===== src/rtl/act_sched.sv =====
// act_sched: round-robin scheduler sharing one combinational sigmoid unit
// between N LSTM gate requesters. One registered issue stage (s1) feeds the
// shared unit; results return through per-requester holding registers.
// Optional feature macro: ACT_SCHED_PERF_EN adds a saturating op_count port.

// Per-requester result holding register with valid/ready drain
module act_sched_lane (
  input  logic       clk,
  input  logic       rst_n,
  input  logic       wr,
  input  logic [7:0] din,
  input  logic       rd,
  output logic       vld,
  output logic [7:0] dout
);
  // A landing result wins over a same-edge drain so no result is lost
  always_ff @(posedge clk or negedge rst_n) begin
    if (!rst_n) begin
      vld  <= 1'b0;
      dout <= '0;
    end else if (wr) begin
      vld  <= 1'b1;
      dout <= din;
    end else if (rd) begin
      vld  <= 1'b0;
    end
  end
endmodule

module act_sched #(
  parameter int N  = 4,
  parameter int CW = 16
) (
  input  logic           clk,
  input  logic           rst_n,
  input  logic [N-1:0]   req_valid,
  output logic [N-1:0]   req_ready,
  input  logic [8*N-1:0] req_z,
  output logic [N-1:0]   rsp_valid,
  input  logic [N-1:0]   rsp_ready,
  output logic [8*N-1:0] rsp_a,
  output logic [7:0]     fu_z,
  input  logic [7:0]     fu_a,
  output logic           busy
`ifdef ACT_SCHED_PERF_EN
  ,
  output logic [CW-1:0]  op_count
`endif
);
  localparam int TW = $clog2(N);

  logic [N-1:0][7:0] z_arr;
  logic [N-1:0][7:0] a_arr;
  logic              s1_valid;
  logic [TW-1:0]     s1_tag;
  logic [TW-1:0]     last;
  logic [TW-1:0]     gnt_idx;
  logic [N-1:0]      elig;
  logic [N-1:0]      gnt;
  logic [N-1:0]      wr;
  logic              found;
  logic [TW:0]       cand;

  assign z_arr     = req_z;
  assign rsp_a     = a_arr;
  assign req_ready = gnt;
  assign busy      = s1_valid | (|rsp_valid);

  for (genvar i = 0; i < N; i++) begin : g_lane
    // wr doubles as "op for i in flight": a lane with an op in s1 is not eligible
    assign wr[i]   = s1_valid && (s1_tag == TW'(i));
    assign elig[i] = req_valid[i] && !wr[i] && (!rsp_valid[i] || rsp_ready[i]);

    act_sched_lane u_lane (
      .clk  (clk),
      .rst_n(rst_n),
      .wr   (wr[i]),
      .din  (fu_a),
      .rd   (rsp_ready[i]),
      .vld  (rsp_valid[i]),
      .dout (a_arr[i])
    );
  end

  // Round-robin search starting one past the last grant; first eligible wins
  always_comb begin
    gnt     = '0;
    gnt_idx = '0;
    found   = 1'b0;
    cand    = '0;
    for (int k = 1; k <= N; k++) begin
      cand = {1'b0, last} + (TW+1)'(k);
      if (cand >= (TW+1)'(N)) cand = cand - (TW+1)'(N);
      if (!found && elig[cand[TW-1:0]]) begin
        found                = 1'b1;
        gnt[cand[TW-1:0]]    = 1'b1;
        gnt_idx              = cand[TW-1:0];
      end
    end
  end

  // Issue stage: capture the granted operand; fu_z holds when idle
  always_ff @(posedge clk or negedge rst_n) begin
    if (!rst_n) begin
      s1_valid <= 1'b0;
      s1_tag   <= '0;
      fu_z     <= '0;
      last     <= TW'(N-1);
    end else if (found) begin
      s1_valid <= 1'b1;
      s1_tag   <= gnt_idx;
      fu_z     <= z_arr[gnt_idx];
      last     <= gnt_idx;
    end else begin
      s1_valid <= 1'b0;
    end
  end

`ifdef ACT_SCHED_PERF_EN
  // Count holding-register writes, sticking at all-ones
  always_ff @(posedge clk or negedge rst_n) begin
    if (!rst_n)                         op_count <= '0;
    else if (s1_valid && !(&op_count))  op_count <= op_count + CW'(1);
  end
`endif

endmodule


===== config.mk =====
export PLATFORM = sky130hd
export DESIGN_NAME = act_sched
export DESIGN_NICKNAME = d
export VERILOG_FILES = /design/src/rtl/act_sched.sv
export SDC_FILE = /design/constraint.sdc
export NUM_CORES = 1
export LEC_CHECK = 0
export ABC_AREA = 1
export CELL_PAD_IN_SITES_DETAIL_PLACEMENT = 2
export CELL_PAD_IN_SITES_GLOBAL_PLACEMENT = 2
export CORE_MARGIN = 8
export CORE_UTILIZATION = 27
export CTS_BUF_LIST = sky130_fd_sc_hd__clkbuf_4 sky130_fd_sc_hd__clkbuf_8
export DETAILED_ROUTE_END_ITERATION = 8
export PLACE_DENSITY = 0.8
export SYNTH_ARGS = -nofsm -noshare
export SYNTH_HDL_FRONTEND = slang
export SYNTH_SLANG_ARGS = --single-unit

===== constraint.sdc =====
create_clock -name clk -period 2.6 [get_ports clk]
set_input_delay 0.26 -clock clk [delete_from_list [all_inputs] [get_ports clk]]
set_output_delay 0.26 -clock clk [all_outputs]
set_load 0.1 [all_outputs]

Word-level counts from Yosys, hierarchy flattened:

Cells that the tools add are included.

* bits in registers: 49
* output and inout bits: 49
* logic and storage cells: 123
* bits of input ports: 50

* muxes and demuxes: 43
* equality and inequality tests: 3
* reductions and logical operators: 40
* add/subtract/negate cells: 8
* magnitude comparators: 13
* bitwise logic cells: 4

Operators by type and width (count)
* $mux W1: 21
* $logic_and A1 B1 Y1: 19
* $bmux W8 S2: 1
* $mux W2: 8
* $mux W4: 4
* $lt A2 B3 Y1 const B: 5
* $ge A3 B3 Y1 const B: 4
* $or A4 B4 Y4: 3
* $logic_not A1 Y1: 11
* $bmux W1 S2: 4
* $demux W1 S2: 4
* $ge A2 B1 Y1 const B: 4
* $mux W8: 1
* $reduce_bool A2 Y1: 4
* $sub A2 B1 Y2 const B: 4
* $add A2 B2 Y3 const B: 2
* $eq A2 B2 Y1 const B: 2
* $logic_or A1 B1 Y1: 4
* $reduce_or A4 Y1: 1
* $add A2 B1 Y3 const B: 1
* $add A2 B3 Y3 const B: 1
* $eq A2 B1 Y1 const B: 1
* $logic_not A2 Y1: 1
* $or A1 B1 Y1: 1

Logic depth before layout (Yosys ltp):

* depth after elaboration: 19
* mapped depth: 16
* mapped depth without buffers: 15

By module:

From an unflattened synthesis, not the netlist that was laid out.

* cells, all modules: 387
* area, all modules: 2875.3 µm²

By module, submodules not included
* act_sched: cells each 235, area an instance 1508.9 µm², instances 1, sequential area each 327.8 µm²
* act_sched_lane: cells each 38, area an instance 341.6 µm², instances 4, sequential area each 225.2 µm²

Least setup slack after synthesis:

OpenSTA, ideal clock, no wires.

* path type: reg2out
* from: reg last[0]
* to: out req_ready[2]
* path buffers: 1
* cell stages (with the launch flop): 9
* data arrival time: 3828 ps
* data required time: 2340 ps
* slack: -1488 ps
* cell sequence: dfstp_2 > buf_4 > inv_4 > ha_1 > inv_1 > nand3_2 > nand2_4 > nand4_2 > o21ai_0

* word-level cells in the longest chain between the ends: 15
* elaborated cells on any way between the ends: 60
* classes of those cells: add/sub: 8; order compare: 12; mux: 27; bitwise: 3; reduce/logical: 10

Ends and longest elaborated chain
* start, declared: RTL line 56 `logic [TW-1:0] last;`
* start signal, assigned: RTL line 108 `last <= TW'(N-1);`
* start signal, assigned: RTL line 113 `last <= gnt_idx;`
* parallel branches: the longest is 14 deep, another holds $add A2 B1 Y3
* $mux W4 *: RTL line 94 `if (!found && elig[cand[TW-1:0]]) begin`
* end, declared: RTL line 37 `output logic [N-1:0] req_ready,`

Every way passes the cells marked *. The select of a mux whose other input is x is not followed.

Worst setup path in the final report:

Ends and elaborated chain as after synthesis.

==> reports/summary.md <==
* 0.14 ns — flop-to-flop setup slack
* 17200 um — wire length of the first global-routing pass
* 98.5% — share of the clock period used by the worst path
* 0.30 ns — clock network latency to the later pin of the worst-skew pair
* 98 — port buffer count
* 99 — top-level port count
* 0 — antenna violations before repair
* 3020 um^2 — area of the mapped netlist
* 6100 um — length of routed met2 wiring
* 0.0132 ns — Final Skew
* 0.726 — routability cong.
* 11000 um — drt total wl
* 27.6% — relative slew slack
* 0 — final hold violations
* 2 — Bufs on Longest Clock Path
* 0.61 ns — delay contributed by the slowest stage of the critical path
* 4 — detailed-routing iteration count for the pre-antenna-repair pass
* 17.9 um — detailed-route wire length per cell
* 0.09 ns — clock transition at the registers of the reported paths
* 122 um — vertical die dimension
* 0 — total setup violations reported at the end of the flow
* 4420 um — wire length on met1
* inv_8 > ha_4 > buf_4 > nand2_4 > nand2_4 > nor3_4 > a221oi_2 > o21ai_4 > buf_12 — cell chain of the critical path
* 9 — critical path depth in cells
* sky130_fd_sc_hd__nand2_1, sky130_fd_sc_hd__buf_4, sky130_fd_sc_hd__inv_1, sky130_fd_sc_hd__clkdlybuf4s50_1, sky130_fd_sc_hd__dfrtp_1 — commonest non-fill, non-tap cells in the layout
* 3222 — number of global-route vias before repair
* 27.7% — starting density of the core
* last[0] — Worst R2R Start
* 531 — Final #Nets
* 108 — number of DRC markers in iteration 0
* 0 — max-cap violation count
* register — element type at the critical path start
* 415 — post-synthesis net count
* 5 — number of CTS-inserted buffers
* 14.3% — global-route total usage across every layer
* 49 — largest net degree at the start of global routing
* 29 — count of distinct cell types in the synthesized netlist
* 0.390 GHz — Max Clock Freq
* 50.1% — area added between synthesis and finish
* 0.0389 ns — post-route worst setup slack
* 40.7% — sequential-to-total area share from yosys stat
* 2.34 ns — critical path required time
* 0 — Post-CTS Hold Buffers
* 0 — Slew Limit Fails
* 10900 um^2 — placeable core region
* sky130_fd_sc_hd__clkbuf_8 — Clock Tree Root
* 3 — Crit path buffers/inverters
* 39.0% — area share of the leading cell type in the synthesized netlist
* sky130_fd_sc_hd__dfstp_2 — slowest cell on the critical path
* 8 — largest fanout of any net on the critical path
* 357 — Synth Instances
* sky130_fd_sc_hd__dfrtp_1, sky130_fd_sc_hd__nand2_1, sky130_fd_sc_hd__inv_1, sky130_fd_sc_hd__o21ai_0, sky130_fd_sc_hd__nand3_2 — largest cells by area after synthesis
* 0 — DRC Markers
* 2 — H-tree Lvls
* 8.45 um^2 — Mapped Avg Cell Area
* last[0] — critical path launch point
* built — CTS tree
* 2894 — via count of the routed design
* met4 — topmost layer with routed signal wires
* sky130_fd_sc_hd__dfrtp_1 — library cell occupying the most area in the post-synthesis netlist
* 14800 um^2 — total die area
* finished clean — outcome
* 49 — register bit count reported by yosys
* sky130_fd_sc_hd__nand2_4 — library cell appearing most often on the critical path
* 38 — standard-cell row count
* register to primary output — Setup CP Type
* 122 um — chip width
* input pin to async pin — worst hold path class
* 1.09 ns — slew at the pin closest to its max-slew limit
* 0 — total global routing overflow
* -0.0210 ns — Setup Slack @ Placement
* 14 — length in cells of the worst reg-to-reg path
* 0 — number of antenna cells inserted
* 0 — synthesis warning total
* sky130_fd_sc_hd__nand2_1 — most frequent standard cell in the layout excluding fill and tap cells
* 0 — count of antenna-violating nets left after detailed routing
* 32.5% — proportion of layout cells with a drive suffix above 1
* flip-flops — Worst path top cell family by delay
* primary output — crit end category
* 292 um — Met3 Routed Length
* 8140 um — detailed placement HPWL
* 49 — TritonCTS Sinks
* 4.71 — number of vias per cell after detailed routing
* yes — setup repair after global routing missed its margin
* 2.56 ns — minimum period implied by the final worst setup slack
* 2.30 ns — arrival time worst endpoint
state kept, by name, summed over array words and instances (netlist names):
| signal | cells |
|---|---|
| g_lane.u_lane.dout | 32 |
| fu_z | 8 |
| g_lane.u_lane.vld | 4 |
| last | 2 |
| s1_tag | 2 |
| s1_valid | 1 |
through the flow:
stage	std cells	hold slack, ns	util [%]	setup TNS [ns]	area [um^2]
detailed placement	586	0.478	37.9	-0.0338	4130
finish	614	0.160	41.6	0	4530
global route	614	0.248	41.6	-0.543	4530
global placement	586	0.472	37.9	0	4130
floorplan	357	-0.0356	-	0	3100
CTS	596	0.201	39.7	-0.0576	4320
final cells by class:
cell class | count | area, um^2
Clock buffer | 5 | 68.8
Clock inverter | 3 | 65.1
Tap cell | 140 | 175
Fill cell | 1211 | 6360
Sequential cell | 49 | 1230
Timing Repair Buffer | 129 | 1170
Inverter | 56 | 220
Multi-Input combinational cell | 232 | 1600
logic make-up after synthesis:
group | synth area share, %
adder cells (fa/ha/maj) | 3.32
buffers and inverters | 12.0
AND/OR/NAND/NOR | 35.9
flip-flops | 40.7
AO/OA/AOI/OAI | 8.05
final timing paths:
check / to
worst max-delay path: req_ready[2]
worst min-delay path: g_lane[1].u_lane.dout[7]
worst max register to register: fu_z[6]
worst min register to register: g_lane[1].u_lane.dout[7]
max in group asynchronous: s1_tag[0]
min in group clk: g_lane[1].u_lane.dout[7]
cell usage after synthesis:
master                     instances
sky130_fd_sc_hd__a221oi_1          1
sky130_fd_sc_hd__a22oi_1           3
sky130_fd_sc_hd__buf_12            1
sky130_fd_sc_hd__buf_2             5
sky130_fd_sc_hd__buf_4             6
sky130_fd_sc_hd__buf_6             4
sky130_fd_sc_hd__clkbuf_1          4
sky130_fd_sc_hd__dfrtp_1          47
sky130_fd_sc_hd__dfstp_2           2
sky130_fd_sc_hd__ha_1              8
sky130_fd_sc_hd__inv_1            54
sky130_fd_sc_hd__inv_2             1
sky130_fd_sc_hd__inv_4             1
sky130_fd_sc_hd__nand2_1          93
sky130_fd_sc_hd__nand2_2           4
sky130_fd_sc_hd__nand2_4          13
sky130_fd_sc_hd__nand3_1          19
sky130_fd_sc_hd__nand3_2          15
sky130_fd_sc_hd__nand3_4           4
sky130_fd_sc_hd__nand4_1          21
sky130_fd_sc_hd__nand4_2           3
sky130_fd_sc_hd__nand4_4           2
sky130_fd_sc_hd__nor2_1            2
sky130_fd_sc_hd__nor2_4            1
sky130_fd_sc_hd__nor3_1            2
sky130_fd_sc_hd__o21ai_0          36
sky130_fd_sc_hd__o21ai_1           1
sky130_fd_sc_hd__o221ai_1          3
sky130_fd_sc_hd__or2_1             1
metal layers:
metal  vias to the layer above  global-route usage, %
met4                         0                   2.85
met1                      1447                   17.0
met5                         -                      0
met2                        50                   26.8
met3                        13                   1.99
li1                       1384                      -
repair_timing:
action / CTS / global route
resized for setup: 8 / 17
buffers inserted: 2 / 18
setup endpoints to repair: 4 / 6
pin swaps: 1 / 15
Power is left out: the tool's default activity adds up to more than one toggle a clock period on the data nets, which glitch-free logic cannot reach.
